==> config.mk <==
export PLATFORM = sky130hd
export DESIGN_NAME = mem_arbiter_flat
export DESIGN_NICKNAME = d
export VERILOG_FILES = /design/src/rtl/mem_arbiter_if.sv /design/src/rtl/mem_arbiter.sv /design/src/flat_wrapper.sv
export SDC_FILE = /design/constraint.sdc
export NUM_CORES = 1
export LEC_CHECK = 0
export BUFFER_PORTS_ARGS = -buffer_cell sky130_fd_sc_hd__buf_2
export CORE_AREA = 5 5 284 286
export CTS_BUF_LIST = sky130_fd_sc_hd__clkbuf_2 sky130_fd_sc_hd__clkbuf_4 sky130_fd_sc_hd__clkbuf_8
export CTS_CLUSTER_SIZE = 40
export DETAILED_ROUTE_END_ITERATION = 16
export DIE_AREA = 0 0 289 291
export PLACE_DENSITY = 0.3
export SLEW_MARGIN = 20
export SYNTH_ARGS = -nofsm -noshare
export SYNTH_HDL_FRONTEND = slang
export SYNTH_SLANG_ARGS = --single-unit
==> constraint.sdc <==
create_clock -name clock -period 2.4 [get_ports clock]
set_clock_uncertainty 0.05 [all_clocks]
set_input_delay 0.48 -clock clock [delete_from_list [all_inputs] [get_ports clock]]
set_output_delay 0.48 -clock clock [all_outputs]
set_load 0.01 [all_outputs]
==> src/rtl/mem_arbiter_if.sv <==
// Shared bus bundle between the two cache controllers, the arbiter and main memory.
// The slave view belongs to the arbiter. The master view belongs to whatever drives the caches and memory.
interface mem_arbiter_if #(
  parameter int unsigned BADDR_W    = 28,
  parameter int unsigned BLOCK_BITS = 128
);
  logic                  i_mem_ren;
  logic [BADDR_W-1:0]    i_block_addr;
  logic                  i_mem_read_ready;
  logic [BLOCK_BITS-1:0] i_mem_dout;

  logic                  d_mem_ren;
  logic                  d_mem_wen;
  logic [BADDR_W-1:0]    d_block_addr;
  logic [BLOCK_BITS-1:0] d_mem_din;
  logic                  d_mem_read_ready;
  logic                  d_mem_write_done;
  logic [BLOCK_BITS-1:0] d_mem_dout;

  logic                  mem_ren;
  logic                  mem_wen;
  logic [BADDR_W-1:0]    mem_block_addr;
  logic [BLOCK_BITS-1:0] mem_din;
  logic [BLOCK_BITS-1:0] mem_dout;
  logic                  mem_read_ready;
  logic                  mem_write_done;

  logic                  grant_i;
  logic                  grant_d;
  logic                  timeout_err;

  modport slave (
    input  i_mem_ren, i_block_addr,
    input  d_mem_ren, d_mem_wen, d_block_addr, d_mem_din,
    input  mem_dout, mem_read_ready, mem_write_done,
    output i_mem_read_ready, i_mem_dout,
    output d_mem_read_ready, d_mem_write_done, d_mem_dout,
    output mem_ren, mem_wen, mem_block_addr, mem_din,
    output grant_i, grant_d, timeout_err
  );

  modport master (
    output i_mem_ren, i_block_addr,
    output d_mem_ren, d_mem_wen, d_block_addr, d_mem_din,
    output mem_dout, mem_read_ready, mem_write_done,
    input  i_mem_read_ready, i_mem_dout,
    input  d_mem_read_ready, d_mem_write_done, d_mem_dout,
    input  mem_ren, mem_wen, mem_block_addr, mem_din,
    input  grant_i, grant_d, timeout_err
  );
endinterface

==> src/rtl/mem_arbiter.sv <==
// Round-robin arbiter that shares one main-memory block port between the icache and the dcache.
// A grant is held until its transaction completes, and a watchdog guards each grant.
module mem_arbiter #(
  parameter int unsigned BADDR_W        = 28,
  parameter int unsigned BLOCK_BITS     = 128,
  parameter int unsigned TIMEOUT_CYCLES = 256,
  parameter int unsigned CNT_W          = 9
) (
  input  logic           clock,
  input  logic           reset,
  mem_arbiter_if.slave   bus
);
  localparam bit          WD_EN   = (TIMEOUT_CYCLES != 0);
  localparam int unsigned TO_LAST = (TIMEOUT_CYCLES == 0) ? 0 : TIMEOUT_CYCLES - 1;

  typedef enum logic [1:0] {IDLE, GRANT_I, GRANT_D} state_t;

  state_t           r_state;
  state_t           w_next;
  logic             r_last_d;
  logic [CNT_W-1:0] r_wd_cnt;
  logic             r_timeout_err;

  logic w_req_i;
  logic w_req_d;
  logic w_done;
  logic w_wd_fire;

  assign w_req_i   = bus.i_mem_ren;
  assign w_req_d   = bus.d_mem_ren | bus.d_mem_wen;
  assign w_done    = bus.mem_read_ready | bus.mem_write_done;
  // A done pulse in the final cycle wins over the watchdog.
  assign w_wd_fire = WD_EN && (r_state != IDLE) &&
                     (r_wd_cnt == CNT_W'(TO_LAST)) && !w_done;

  assign bus.i_mem_dout  = bus.mem_dout;
  assign bus.d_mem_dout  = bus.mem_dout;
  assign bus.grant_i     = (r_state == GRANT_I);
  assign bus.grant_d     = (r_state == GRANT_D);
  assign bus.timeout_err = r_timeout_err;

  // Next state and owner-steered forwarding of the memory port
  always_comb begin
    w_next               = r_state;
    bus.mem_ren          = 1'b0;
    bus.mem_wen          = 1'b0;
    bus.mem_block_addr   = '0;
    bus.mem_din          = '0;
    bus.i_mem_read_ready = 1'b0;
    bus.d_mem_read_ready = 1'b0;
    bus.d_mem_write_done = 1'b0;
    case (r_state)
      IDLE: begin
        if (w_req_i && w_req_d) w_next = r_last_d ? GRANT_I : GRANT_D;
        else if (w_req_d)       w_next = GRANT_D;
        else if (w_req_i)       w_next = GRANT_I;
      end
      GRANT_I: begin
        bus.mem_ren          = bus.i_mem_ren;
        bus.mem_block_addr   = bus.i_block_addr;
        bus.i_mem_read_ready = bus.mem_read_ready;
        if (w_done || !w_req_i || w_wd_fire) w_next = IDLE;
      end
      GRANT_D: begin
        // A writeback masks a simultaneous read; the refill comes as a later grant.
        bus.mem_ren          = bus.d_mem_ren & ~bus.d_mem_wen;
        bus.mem_wen          = bus.d_mem_wen;
        bus.mem_block_addr   = bus.d_block_addr;
        bus.mem_din          = bus.d_mem_din;
        bus.d_mem_read_ready = bus.mem_read_ready;
        bus.d_mem_write_done = bus.mem_write_done;
        if (w_done || !w_req_d || w_wd_fire) w_next = IDLE;
      end
      default: w_next = IDLE;
    endcase
  end

  always_ff @(posedge clock or negedge reset) begin
    if (!reset) begin
      r_state       <= IDLE;
      r_last_d      <= 1'b0;
      r_wd_cnt      <= '0;
      r_timeout_err <= 1'b0;
    end else begin
      r_state <= w_next;
      if (r_state == IDLE && w_next == GRANT_D) r_last_d <= 1'b1;
      if (r_state == IDLE && w_next == GRANT_I) r_last_d <= 1'b0;
      r_wd_cnt <= (r_state == IDLE) ? '0 : r_wd_cnt + CNT_W'(1);
      if (w_wd_fire) r_timeout_err <= 1'b1;
    end
  end
endmodule

==> src/flat_wrapper.sv <==
// flat-port wrapper written by rule: the top's interface ports become plain ports
module mem_arbiter_flat 
#(
  parameter int unsigned BADDR_W        = 28,
  parameter int unsigned BLOCK_BITS     = 128,
  parameter int unsigned TIMEOUT_CYCLES = 256,
  parameter int unsigned CNT_W          = 9
)
  (clock, reset, bus_i_mem_ren, bus_i_block_addr, bus_d_mem_ren, bus_d_mem_wen, bus_d_block_addr, bus_d_mem_din, bus_mem_dout, bus_mem_read_ready, bus_mem_write_done, bus_i_mem_read_ready, bus_i_mem_dout, bus_d_mem_read_ready, bus_d_mem_write_done, bus_d_mem_dout, bus_mem_ren, bus_mem_wen, bus_mem_block_addr, bus_mem_din, bus_grant_i, bus_grant_d, bus_timeout_err);
  mem_arbiter_if #(.BADDR_W(BADDR_W), .BLOCK_BITS(BLOCK_BITS)) bus_i ();
  input  logic clock;
  input  logic reset;
  input wire logic [$bits(bus_i.i_mem_ren)-1:0] bus_i_mem_ren;
  input wire logic [$bits(bus_i.i_block_addr)-1:0] bus_i_block_addr;
  input wire logic [$bits(bus_i.d_mem_ren)-1:0] bus_d_mem_ren;
  input wire logic [$bits(bus_i.d_mem_wen)-1:0] bus_d_mem_wen;
  input wire logic [$bits(bus_i.d_block_addr)-1:0] bus_d_block_addr;
  input wire logic [$bits(bus_i.d_mem_din)-1:0] bus_d_mem_din;
  input wire logic [$bits(bus_i.mem_dout)-1:0] bus_mem_dout;
  input wire logic [$bits(bus_i.mem_read_ready)-1:0] bus_mem_read_ready;
  input wire logic [$bits(bus_i.mem_write_done)-1:0] bus_mem_write_done;
  output wire logic [$bits(bus_i.i_mem_read_ready)-1:0] bus_i_mem_read_ready;
  output wire logic [$bits(bus_i.i_mem_dout)-1:0] bus_i_mem_dout;
  output wire logic [$bits(bus_i.d_mem_read_ready)-1:0] bus_d_mem_read_ready;
  output wire logic [$bits(bus_i.d_mem_write_done)-1:0] bus_d_mem_write_done;
  output wire logic [$bits(bus_i.d_mem_dout)-1:0] bus_d_mem_dout;
  output wire logic [$bits(bus_i.mem_ren)-1:0] bus_mem_ren;
  output wire logic [$bits(bus_i.mem_wen)-1:0] bus_mem_wen;
  output wire logic [$bits(bus_i.mem_block_addr)-1:0] bus_mem_block_addr;
  output wire logic [$bits(bus_i.mem_din)-1:0] bus_mem_din;
  output wire logic [$bits(bus_i.grant_i)-1:0] bus_grant_i;
  output wire logic [$bits(bus_i.grant_d)-1:0] bus_grant_d;
  output wire logic [$bits(bus_i.timeout_err)-1:0] bus_timeout_err;
  assign bus_i.i_mem_ren = bus_i_mem_ren;
  assign bus_i.i_block_addr = bus_i_block_addr;
  assign bus_i.d_mem_ren = bus_d_mem_ren;
  assign bus_i.d_mem_wen = bus_d_mem_wen;
  assign bus_i.d_block_addr = bus_d_block_addr;
  assign bus_i.d_mem_din = bus_d_mem_din;
  assign bus_i.mem_dout = bus_mem_dout;
  assign bus_i.mem_read_ready = bus_mem_read_ready;
  assign bus_i.mem_write_done = bus_mem_write_done;
  assign bus_i_mem_read_ready = bus_i.i_mem_read_ready;
  assign bus_i_mem_dout = bus_i.i_mem_dout;
  assign bus_d_mem_read_ready = bus_i.d_mem_read_ready;
  assign bus_d_mem_write_done = bus_i.d_mem_write_done;
  assign bus_d_mem_dout = bus_i.d_mem_dout;
  assign bus_mem_ren = bus_i.mem_ren;
  assign bus_mem_wen = bus_i.mem_wen;
  assign bus_mem_block_addr = bus_i.mem_block_addr;
  assign bus_mem_din = bus_i.mem_din;
  assign bus_grant_i = bus_i.grant_i;
  assign bus_grant_d = bus_i.grant_d;
  assign bus_timeout_err = bus_i.timeout_err;
  mem_arbiter #(.BADDR_W(BADDR_W), .BLOCK_BITS(BLOCK_BITS), .TIMEOUT_CYCLES(TIMEOUT_CYCLES), .CNT_W(CNT_W)) u_core (.clock(clock), .reset(reset), .bus(bus_i));
endmodule
# Yosys cells after proc, flatten, opt, wreduce, memory -nomap -nowiden
# Index checks and enable logic that the tools add are counted.
# word_totals
reg_bits	13
latchBits	0
mem_bits_rw	0
rom_bits	0
in_bits	319
output_inout_bits	420
elab_cells	46
n_memories	0
# op_classes
addsub	1
n_mul	0
div_mod_pow	0
magnitude_cmp	0
eq_ne	5
shifts	0
n_mux	17
bitwise_logic	4
n_reduce_logical	15
# op_table
cell	count
128-bit 2-to-1 mux	1
28-bit one-hot mux with 2 select lines	1
2-bit 2-to-1 mux	6
9-bit by 1-bit adder with 9-bit output, second input constant	1
9-bit by 8-bit == test with 1-bit output, second input constant	1
9-bit 2-to-1 mux	1
1-bit 2-to-1 mux	6
2-bit one-hot mux with 3 select lines	1
1-bit logical AND	5
2-bit by 1-bit == test with 1-bit output, second input constant	2
2-bit == test, second input constant	2
1-bit logical OR	4
2-bit nonzero test	2
1-bit zero test	3
2-bit zero test	1
1-bit bitwise OR	2
1-bit one-hot mux with 2 select lines	1
1-bit bitwise AND	1
1-bit NOT	1

# Longest topological paths before layout
# Gate-level depths: netlist of run 1.
# depth
depth_word	10
mapped_depth	8
depth_no_buf	8

# Worst setup path after synthesis of run 1
# No wires, ideal clock.
# synth_timing
kind	reg-to-output
from	reg u_core.r_state[1]
to	out bus_mem_block_addr[22]
arrival_ns	1.584
t_required_ns	1.870
slack_ns	0.286
path_stages_with_launch	7
path_buffers	2
cell_sequence	dfrtp_1 -> inv_1 -> ha_1 -> buf_2 -> buf_1 -> a22oi_1 -> nor2b_1
# synth_between
elab_chain_len	2
elab_cells_between_ends	3
classes_between	eq/ne: 2; mux: 1
# synth_lines
item	line	text
from (decl)	mem_arbiter.sv:18	state_t r_state;
from (signal assigned)	mem_arbiter.sv:85	r_state <= w_next;
2-bit by 1-bit == test with 1-bit output	--	
net bus_grant_i	flat_wrapper.sv:31	output wire logic [$bits(bus_i.grant_i)-1:0] bus_grant_i;
28-bit one-hot mux with 2 select lines	mem_arbiter.sv:52	case (r_state)
to (decl)	flat_wrapper.sv:29	output wire logic [$bits(bus_i.mem_block_addr)-1:0] bus_mem_block_addr;
# The timed path passes the listed nets, and every way through them passes these cells.

# Worst setup path in the final report of run 1
# layout_timing
from	reg u_core.r_state[1]
to	out bus_mem_block_addr[20]
# layout_between
elab_chain_len	2
elab_cells_between_ends	3
classes_between	eq/ne: 2; mux: 1
# layout_lines
item	line
2-bit == test / 2-bit by 1-bit == test with 1-bit output (equally long branches)	mem_arbiter.sv:52
28-bit one-hot mux with 2 select lines *	mem_arbiter.sv:52
# Every way passes the cells marked *; elsewhere a longest branch is shown, timed or not.

==> run metrics, run 1 <==
critical path type=register to output port; Post-synth ARST share=between 90% and 100%; die area=84,100 sq um; library cells used by synthesis=33; clk buf depth=2; Setup crit end=bus_mem_block_addr[20]; CTS H-Tree Depth=1; IO Port Bufs=354; final setup violation count=0; drt total wl=27,550 um; Reg2Reg Depth=8; hpwl dp=24,330 um; drt pass-1 iters=4; CTS Sinks=13; CTS Hold Buffers Added=0; Critical Path RT=1.87 ns; wire per inst=16.34 um; CTS clk-pin slew, worst paths=0.06 ns; Post-Syn Nets=a little under 900; largest net degree at the start of global routing=73; CP arrival=1.74 ns; Nets=between 900 and 1,000; Initial Utilization=5.091%; DR vias=3,882; DRC Markers=0; Reg-to-Reg End=u_core.r_last_d; first-pass GRT wire length=32,550 um; Synth warnings=0; reg2reg start=u_core.r_wd_cnt[0]; IO Pins=739; vias per cell=2.302; Slew HR=79.33%; Root Buffer=clkbuf_8; Synth Instances=540; cell taking the most area after synthesis=buf_4; Synth area leaders=buf_4 49%, and2_1 21%, dfrtp_1 8.2%, a22oi_1 5.3%, nor2b_1 4.6%; min Tclk post-route=2.269 ns; worst reg2reg setup slack=0.46 ns; share of layout cells above drive strength 1=between 60% and 70%; Largest stage delay, worst path=0.48 ns; TritonCTS clock tree=yes; Worst setup SP type=register; Crit. End Element=output port; CTS buffer count=3; worst vdd ir=0.4776 mV; fin crit share=94.53%; Seq/Total Area, Yosys=under 10%; CP Launch Point=u_core.r_state[1]; Die H=~290 um; worst-path cell chain=inv_2, ha_1, buf_12, nor2b_2, buf_2; dpl ws=0.2094 ns; RSZ-0062 raised after global routing=no; slowest stage cell, crit path=dfrtp_1; status=finished clean; pwr/cell area=about 760 nW/um^2; Area Overhead vs Synth=33.51%; Synth Flop Type=dfrtp_1; Fin Setup TNS=0 ns; max_cap viols=0; LEAKAGE=2.514 nW; 1st-iter DRT viols=approximately 180; fin worst setup slack=0.1313 ns; WHS=0.07644 ns; Seq cells post-synth=13; core box area=78,100 sq um; Slew Limit Fails=0; Mean Syn Cell Area=7.364 sq um; routability cong.=0.8088; share of the synthesized area in the top cell type=48.52%; Tightest Hold Check Type=primary input to asynchronous set/reset pin; final-report hold violation count=0; Total Routing Usage GR=approximately 5.6%; total gr overflow=0; cell with the most instances after synthesis=buf_4; Commonest cells post-synth=257 x buf_4, 132 x and2_1, 29 x nor2b_1; worst-margin pin slew=0.3100 ns; Worst-Skew Late Latency=around 0.24 ns; Post-synth EDFFs=0; vias in the first global route=3,852; Post-Syn Area=3976 sq um; antenna viol nets, final=0; CP max FO=29; Die Wd=~290 um; fmax=~440 MHz; Site Rows=about 100; initial antenna violation count=20
cell families after synthesis:
family          Yosys count  share of synthesized area, %
buf+inv                 286                         51.29
simple gates            186                         28.57
compound gates           43                         8.748
flops                    13                         8.181
xor+xnor                  6                         1.322
fa+ha+maj                 6                         1.888
stage by stage:
stage / std cells / utilization [%] / total power (W) / cell area, sq um
global placement: 1670 / 6.602 / 0.003686 / 5156
global route: 1677 / 6.769 / 0.004382 / 5286
detailed placement: 1670 / 6.602 / 0.003681 / 5156
floorplan: 540 / - / 0.002532 / 3976
CTS: 1674 / 6.678 / 0.003935 / 5215
finish: 1686 / 6.798 / 0.004031 / 5309
routing by layer:
metal / GRT usage [%] / vias to the layer above / part of all wire (%)
met4: 0.6557 / 12 / 1.4
li1: - / 1627 / -
met3: 6.476 / 41 / 25
met1: 6.047 / 1637 / 37
met2: 7.479 / 565 / 36
met5: 0.9302 / - / 0.40
worst min-delay path by stage:
stage | from | end | slack [ns] | cells after the start
finish | reset | u_core.r_wd_cnt[6] | 0.08 | 1
CTS | reset | u_core.bus.timeout_err | 0.09 | 1
global placement | reset | u_core.bus.timeout_err | 0.35 | 1
detailed placement | reset | u_core.bus.timeout_err | 0.34 | 1
global route | reset | u_core.bus.timeout_err | 0.09 | 1
floorplan | reset | u_core.bus.timeout_err | 0.13 | 0
where the power goes:
| part | switching (W) | internal [W] |
|---|---|---|
| Combinational | 0.00196 | 0.00156 |
| Clock | 0.0000754 | 0.000128 |
| Sequential | 0.0000498 | 0.000264 |
what timing repair did:
item                       CTS  global route
gates resized for setup      4             4
setup endpoints to repair    3            63
gates cloned                 0             2
hold endpoints to repair     0             0
setup buffers                0             1
state kept, by name, indices dropped and copies added (netlist names):
signal / count
u_core.r_wd_cnt: 9
u_core.bus.timeout_err: 1
u_core.r_last_d: 1
u_core.r_state: 2
worst max-delay path, delay by kind of cell (launching register included):
| family | cells | cell delay, ns |
|---|---|---|
| DFF | 1 | 0.48 |
| buffers and inverters | 3 | 0.47 |
| adders and majority gates | 1 | 0.33 |
| and+or+nand+nor | 1 | 0.21 |
cells in the final DEF, fill, tap and decap left out, types with 2 or more instances in the layout:
master     instances
a21oi_1            3
a22oi_1           28
and2_1           132
and3_1             4
buf_12             2
buf_16             2
buf_2            354
buf_4              3
clkbuf_16          2
clkbuf_8           3
dfrtp_1           13
diode_2            9
ha_1               5
inv_1              3
inv_2              2
nand2b_1           3
nand3_1            4
nor2_1             9
nor2b_1           28
xnor2_1            3
xor2_1             3
area by class of cell:
cell class,count,area (sq um)
multi-input combinational,241,1629
clock buffer,4,48.80
fill,9242,72790
timing repair buffer,364,1951
inverter,5,18.77
sequential,13,325.3
antenna,9,22.52
tap,1050,1314
No activity file was read; power rests on OpenSTA's default activity.
==> run 2, diff against run 1 <==
--- a/config.mk
+++ b/config.mk
@@ -5,12 +5,13 @@
 export SDC_FILE = /design/constraint.sdc
 export NUM_CORES = 1
 export LEC_CHECK = 0
+export ABC_AREA = 1
 export BUFFER_PORTS_ARGS = -buffer_cell sky130_fd_sc_hd__buf_2
-export CORE_AREA = 5 5 284 286
+export CORE_AREA = 5 5 285 287
 export CTS_BUF_LIST = sky130_fd_sc_hd__clkbuf_2 sky130_fd_sc_hd__clkbuf_4 sky130_fd_sc_hd__clkbuf_8
 export CTS_CLUSTER_SIZE = 40
 export DETAILED_ROUTE_END_ITERATION = 16
-export DIE_AREA = 0 0 289 291
+export DIE_AREA = 0 0 290 292
 export PLACE_DENSITY = 0.3
 export SLEW_MARGIN = 20
 export SYNTH_ARGS = -nofsm -noshare
==> run 2 against run 1 <==
Net effect: register-to-register slack lost 0.02 ns; sequential share of layout area is 0.18 points lower; total power up 0.98%; maximum frequency decreased by 0.44%; area after synthesis rose by 4.6%; critical path type unchanged; critical endpoint is now bus_mem_block_addr[25]; highest routed layer unchanged.
==> run metrics, run 2 <==
sequential power share=7.5%; most frequent cells in the layout=354 x buf_2, 205 x nand2_1, 145 x inv_1; Largest stage delay, worst path=0.45 ns; Commonest cells post-synth=268 x buf_4, 205 x nand2_1, 146 x inv_1; pwr/cell area=741.5 nW/um^2; Site Rows=103; Initial Utilization=5.306%; Reg-to-Reg End=u_core.r_last_d; Post-synth ARST share=100.0%; drt pass-1 iters=4; cell taking the most area after synthesis=buf_4; Pint=0.001768 W; Switch Pwr=0.002303 W; clk buf depth=2; drt total wl=25,250 um; vias per cell=2.279; worst reg2reg setup slack=0.44 ns; hpwl dp=21,450 um; max reg flops=9; Crit. End Element=output port; Synth warnings=0; CTS Sinks=13; Post-Syn Area=slightly above 4000 sq um; Nets=1,137; die area=84,680 sq um; fill count=~9,300; Synth Flop Type=dfrtp_1; fin crit share=roughly 95%; min Tclk post-route=2.279 ns; Reg2Reg Depth=17; max_cap viols=0; vias in the first global route=4,238; Post-synth EDFFs=0; routability cong.=0.8571; CTS H-Tree Depth=1; CTS Hold Buffers Added=0; TritonCTS clock tree=yes; WHS=0.06375 ns; final setup violation count=0; wire per inst=roughly 14 um; final instance count without filler cells=1,863; Total Routing Usage GR=approximately 5.1%; Inst Count DP=1,854; largest net degree at the start of global routing=56; worst vdd ir=0.3709 mV; Slew HR=68.97%; Mean Syn Cell Area=5.791 sq um; Synth Instances=718; Cell Area, Placed=5315 sq um; initial antenna violation count=2; slowest stage cell, crit path=dfrtp_1; worst-margin pin slew=between 0.4 and 0.5 ns; CTS buffer count=3; power share of the clock group=about 5.0%; Largest regs=u_core.r_wd_cnt: 9 flops, u_core.r_state: 2 flops; IO Port Bufs=354; first-pass GRT wire length=roughly 32,000 um; status=finished clean; Sw Share=approximately 57%; LEAKAGE=3.566 nW; Critical Path RT=1.87 ns; DR vias=4,245; 1st-iter DRT viols=139; Worst setup SP type=register; Die H=292 um; critical path type=register to output port; Root Buffer=clkbuf_8; commonest non-fill, non-tap cell in the layout=buf_2; Tightest Hold Check Type=primary input to asynchronous set/reset pin; Slew Limit Fails=0; worst-path cell chain=inv_2, ha_4, buf_16, buf_4, nand2_1, a21oi_1, buf_2; Seq/Total Area, Yosys=7.824%; library cells used by synthesis=22; Worst-Skew Late Latency=0.25 ns; core box area=78,360 sq um; share of layout cells above drive strength 1=roughly 48%; Comb pwr share=87.5%; Post-Syn Nets=1,043; Synth area leaders=buf_4 48%, nand2_1 19%, inv_1 13%, dfrtp_1 7.8%, a21oi_1 4.3%; Finished Cell Area=roughly 5500 sq um; Area Overhead vs Synth=32.02%; IO Pins=739; largest reg by FF count=u_core.r_wd_cnt; antenna viol nets, final=0; share of the synthesized area in the top cell type=48.39%; DRC Markers=0; total gr overflow=0; RSZ-0062 raised after global routing=yes; cell with the most instances after synthesis=buf_4; CTS clk-pin slew, worst paths=around 0.060 ns; fmax=approximately 440 MHz; CP arrival=1.75 ns; CP max FO=12; Die Wd=290 um; reg2reg start=u_core.r_wd_cnt[0]; Seq cells post-synth=13; final-report hold violation count=0
run 2: per-layer routing:
layer	routed length, um	global-route usage, %	vias up
li1	-	-	1980
met3	5232	5.012	64
met2	11730	8.514	536
met5	184	1.552	-
met4	1170	2.191	6
met1	6926	3.810	1659
run 2: final cells by class:
class / count / area, sq um / share of cell area [%]
Multi-Input combinational cell: 275 / 1204 / 21.93
Sequential cell: 13 / 326.6 / 5.949
Clock buffer: 3 / 41.29 / 0.7522
Timing Repair Buffer: 369 / 2031 / 37.00
Antenna cell: 2 / 5.005 / 0.09118
Tap cell: 1050 / 1314 / 23.93
Clock inverter: 1 / 5.005 / 0.09118
Inverter: 150 / 563.0 / 10.26
run 2: worst max path at each step:
stage / start / endpoint / cells after the start
final: u_core.r_state[0] / bus_mem_block_addr[25] / 7
after global routing: u_core.r_state[1] / bus_mem_ren / 8
after CTS: u_core.r_state[0] / bus_mem_din[93] / 6
after detailed placement: u_core.r_state[0] / bus_mem_din[95] / 7
after global placement: u_core.r_state[0] / bus_mem_din[95] / 7
after floorplan: u_core.r_state[1] / bus_mem_block_addr[12] / 6
run 2: kinds of logic (layout without fill, tap and decap cells):
logic type      after synthesis  count (layout)  share of synthesized area [%]
buf+inv                     430             523                          63.59
simple gates                226             226                          21.52
compound gates               43              43                          5.266
flops                        13              13                          7.824
fa+ha+maj                     6               6                          1.806
other cells                   0               2                              0
run 2: metrics by stage:
step	power, W	setup TNS [ns]	worst slack, ns	utilization [%]
3_3_place_gp	0.003698	0	0.2145	6.783
4_1_cts	0.003814	0	0.003083	6.833
3_5_place_dp	0.003610	0	0.2202	6.783
2_1_floorplan	0.002555	0	0.5118	-
5_1_grt	0.004502	-0.01260	-0.01260	6.999
6_report	0.004070	0	0.1213	7.005
run 2: worst max-delay path, delay by kind of cell (launching register included):
family                   cells  cell delay (ns)
AO/OA/AOI/OAI                1             0.12
flip-flops                   1             0.45
AND/OR/NAND/NOR              1             0.10
buffers and inverters        4             0.63
adder cells (fa/ha/maj)      1             0.20
run 2: power by group through the flow:
stage / clock network (W) / logic [W] / registers (W)
floorplan: 0 / 0.00226 / 0.000291
global placement: 0 / 0.00339 / 0.000308
detailed placement: 0 / 0.00331 / 0.000305
CTS: 0.000213 / 0.00330 / 0.000302
global route: 0.000222 / 0.00397 / 0.000313
finish: 0.000204 / 0.00356 / 0.000306
run 2: timing repair:
action,4_1_cts,5_1_grt
resized for setup,0,9
gates cloned,0,3
hold endpoints to repair,0,0
pin swaps,0,0
endpoints found under the setup margin,1,67
setup buffers,0,1
==> run 3, diff against run 2 <==
--- a/config.mk
+++ b/config.mk
@@ -12,6 +12,7 @@
 export CTS_CLUSTER_SIZE = 40
 export DETAILED_ROUTE_END_ITERATION = 16
 export DIE_AREA = 0 0 290 292
+export GPL_TIMING_DRIVEN = 0
 export PLACE_DENSITY = 0.3
 export SLEW_MARGIN = 20
 export SYNTH_ARGS = -nofsm -noshare
==> run 3 against run 2 <==
Net effect: maximum frequency is 1.4% lower; non-clock buffer count is 526 higher; setup slack worse by 0.032 ns; final cell count is 28% higher; sequential share of layout area is 2.2 points lower; via count is 42% higher; total power is 20% higher; critical path type unchanged; die area stayed put; flip-flop and latch count stayed put.
==> run metrics, run 3 (synthesis gave the netlist of run 2 again) <==
Total Routing Usage GR=between 6 and 7%; Cell Area, Placed=approximately 8500 sq um; Finished Cell Area=8787 sq um; CTS clk-pin slew, worst paths=0.06 ns; min Tclk post-route=2.311 ns; total power=0.004900 W; critical path type=register to output port; Largest regs=u_core.r_wd_cnt: 9 flops, u_core.r_state: 2 flops; routability cong.=between 0.8 and 0.9; Worst setup SP type=register; fin crit share=96.30%; drt total wl=32,300 um; CTS buffer count=3; commonest non-fill, non-tap cell in the layout=buf_2; Die Wd=between 200 and 300 um; most frequent cells in the layout=611 x buf_2, 267 x buf_4, 204 x nand2_1; Crit. End Element=output port; wire per inst=13.50 um; IO Port Bufs=610; share of layout cells above drive strength 1=68.51%; fmax=between 400 and 500 MHz; Nets=1,663; Area Overhead vs Synth=111.3%; status=finished clean; CTS Sinks=13; IO Pins=about 740; DRC Markers=0; largest reg by FF count=u_core.r_wd_cnt; vias per cell=between 2 and 3; largest net degree at the start of global routing=14; antenna viol nets, final=0; slowest stage cell, crit path=dfrtp_1; vias in the first global route=6,065; Largest stage delay, worst path=approximately 0.39 ns; Initial Utilization=5.306%; initial antenna violation count=6; Critical Path RT=1.87 ns; TritonCTS clock tree=yes; CTS H-Tree Depth=1; worst-path cell chain=buf_4, ha_4, buf_12, buf_12, buf_4, nand2_1, inv_1, buf_2; final-report hold violation count=0; drt pass-1 iters=4; final setup violation count=0; max_cap viols=0; Tightest Hold Check Type=primary input to asynchronous set/reset pin; pwr/cell area=557.7 nW/um^2; Worst-Skew Late Latency=0.24 ns; core box area=78,360 sq um; worst-margin pin slew=0.3293 ns; CP max FO=10; Slew Limit Fails=0; Die H=292 um; hpwl dp=approximately 30,000 um; die area=84,680 sq um; DR vias=6,010; worst vdd ir=0.2394 mV; Site Rows=about 100; Slew HR=78.05%; clk buf depth=2; fill count=9,213; CP arrival=1.78 ns; LEAKAGE=5.863 nW; total gr overflow=0; 1st-iter DRT viols=between 150 and 200; first-pass GRT wire length=43,850 um; Root Buffer=clkbuf_8; max reg flops=9
-- run 3: cell types whose count changed in the layout (fill, tap and decap cells not counted), sizes merged --
cell and change:
buf +526, clkinv -1, bufbuf +1, diode +3
-- run 3: power by group --
part	internal (W)	leakage [nW]	switching, W
logic	0.00186	5.66	0.00254
registers	0.000260	0.175	0.0000301
clock network	0.000129	0.0262	0.0000819
-- run 3: worst max-delay path, delay by kind of cell, from the launching register on --
family / cells / cell delay, ns
buffers and inverters: 6 / 0.82
adders and majority gates: 1 / 0.16
DFF: 1 / 0.39
and+or+nand+nor: 1 / 0.15
-- run 3: layout make-up --
cell class	instances	area, sq um	area share, %
well taps	1050	1314	14.95
diodes	5	12.51	0.1424
multi-input cells	275	1224	13.93
clock buffers	4	48.80	0.5553
repair buffers	616	3144	35.78
flip-flops and latches	13	325.3	3.702
plain buffers	279	2153	24.51
inverters	150	565.5	6.436
-- run 3: path summary, 6_finish.rpt --
kind                                         start                 end  slack, ns  cells after the start
worst max register to register  u_core.r_wd_cnt[0]     u_core.r_last_d       0.43                     17
worst min register to register  u_core.r_wd_cnt[0]  u_core.r_wd_cnt[0]       0.40                      1
worst min-delay path                         reset     u_core.r_last_d       0.08                      1
worst max-delay path             u_core.r_state[1]     bus_mem_din[93]       0.09                      8
min in group clock              u_core.r_wd_cnt[0]  u_core.r_wd_cnt[0]       0.40                      1
max in group asynchronous                    reset  u_core.r_wd_cnt[0]       1.97                      1
-- run 3: stage by stage --
stage | hold WS [ns] | cells | setup slack [ns] | util [%] | TNS [ns]
after floorplan | 0.1344 | 718 | 0.5118 | - | 0
after global placement | 0.3493 | 2378 | -0.4534 | 10.88 | -19.12
after detailed placement | 0.3548 | 2378 | -0.4377 | 10.88 | -18.80
after CTS | 0.08876 | 2388 | 0.006494 | 11.14 | 0
after global routing | 0.09560 | 2390 | -0.002487 | 11.21 | -0.002487
final | 0.07824 | 2392 | 0.08889 | 11.21 | 0
-- run 3: routing by layer --
| metal | up-vias | GRT usage [%] | wire (um) |
|---|---|---|---|
| met5 | - | 0 | 0 |
| met1 | 2625 | 7.344 | 11800 |
| li1 | 3034 | - | - |
| met2 | 333 | 13.61 | 17590 |
| met3 | 18 | 1.681 | 2217 |
| met4 | 0 | 1.329 | 699 |
-- run 3: what timing repair did --
action,CTS,global route
hold buffers,0,0
setup buffers,5,0
gates cloned,1,0
gates resized for setup,26,14
endpoints found under the setup margin,129,33
endpoints found under the hold margin,0,0
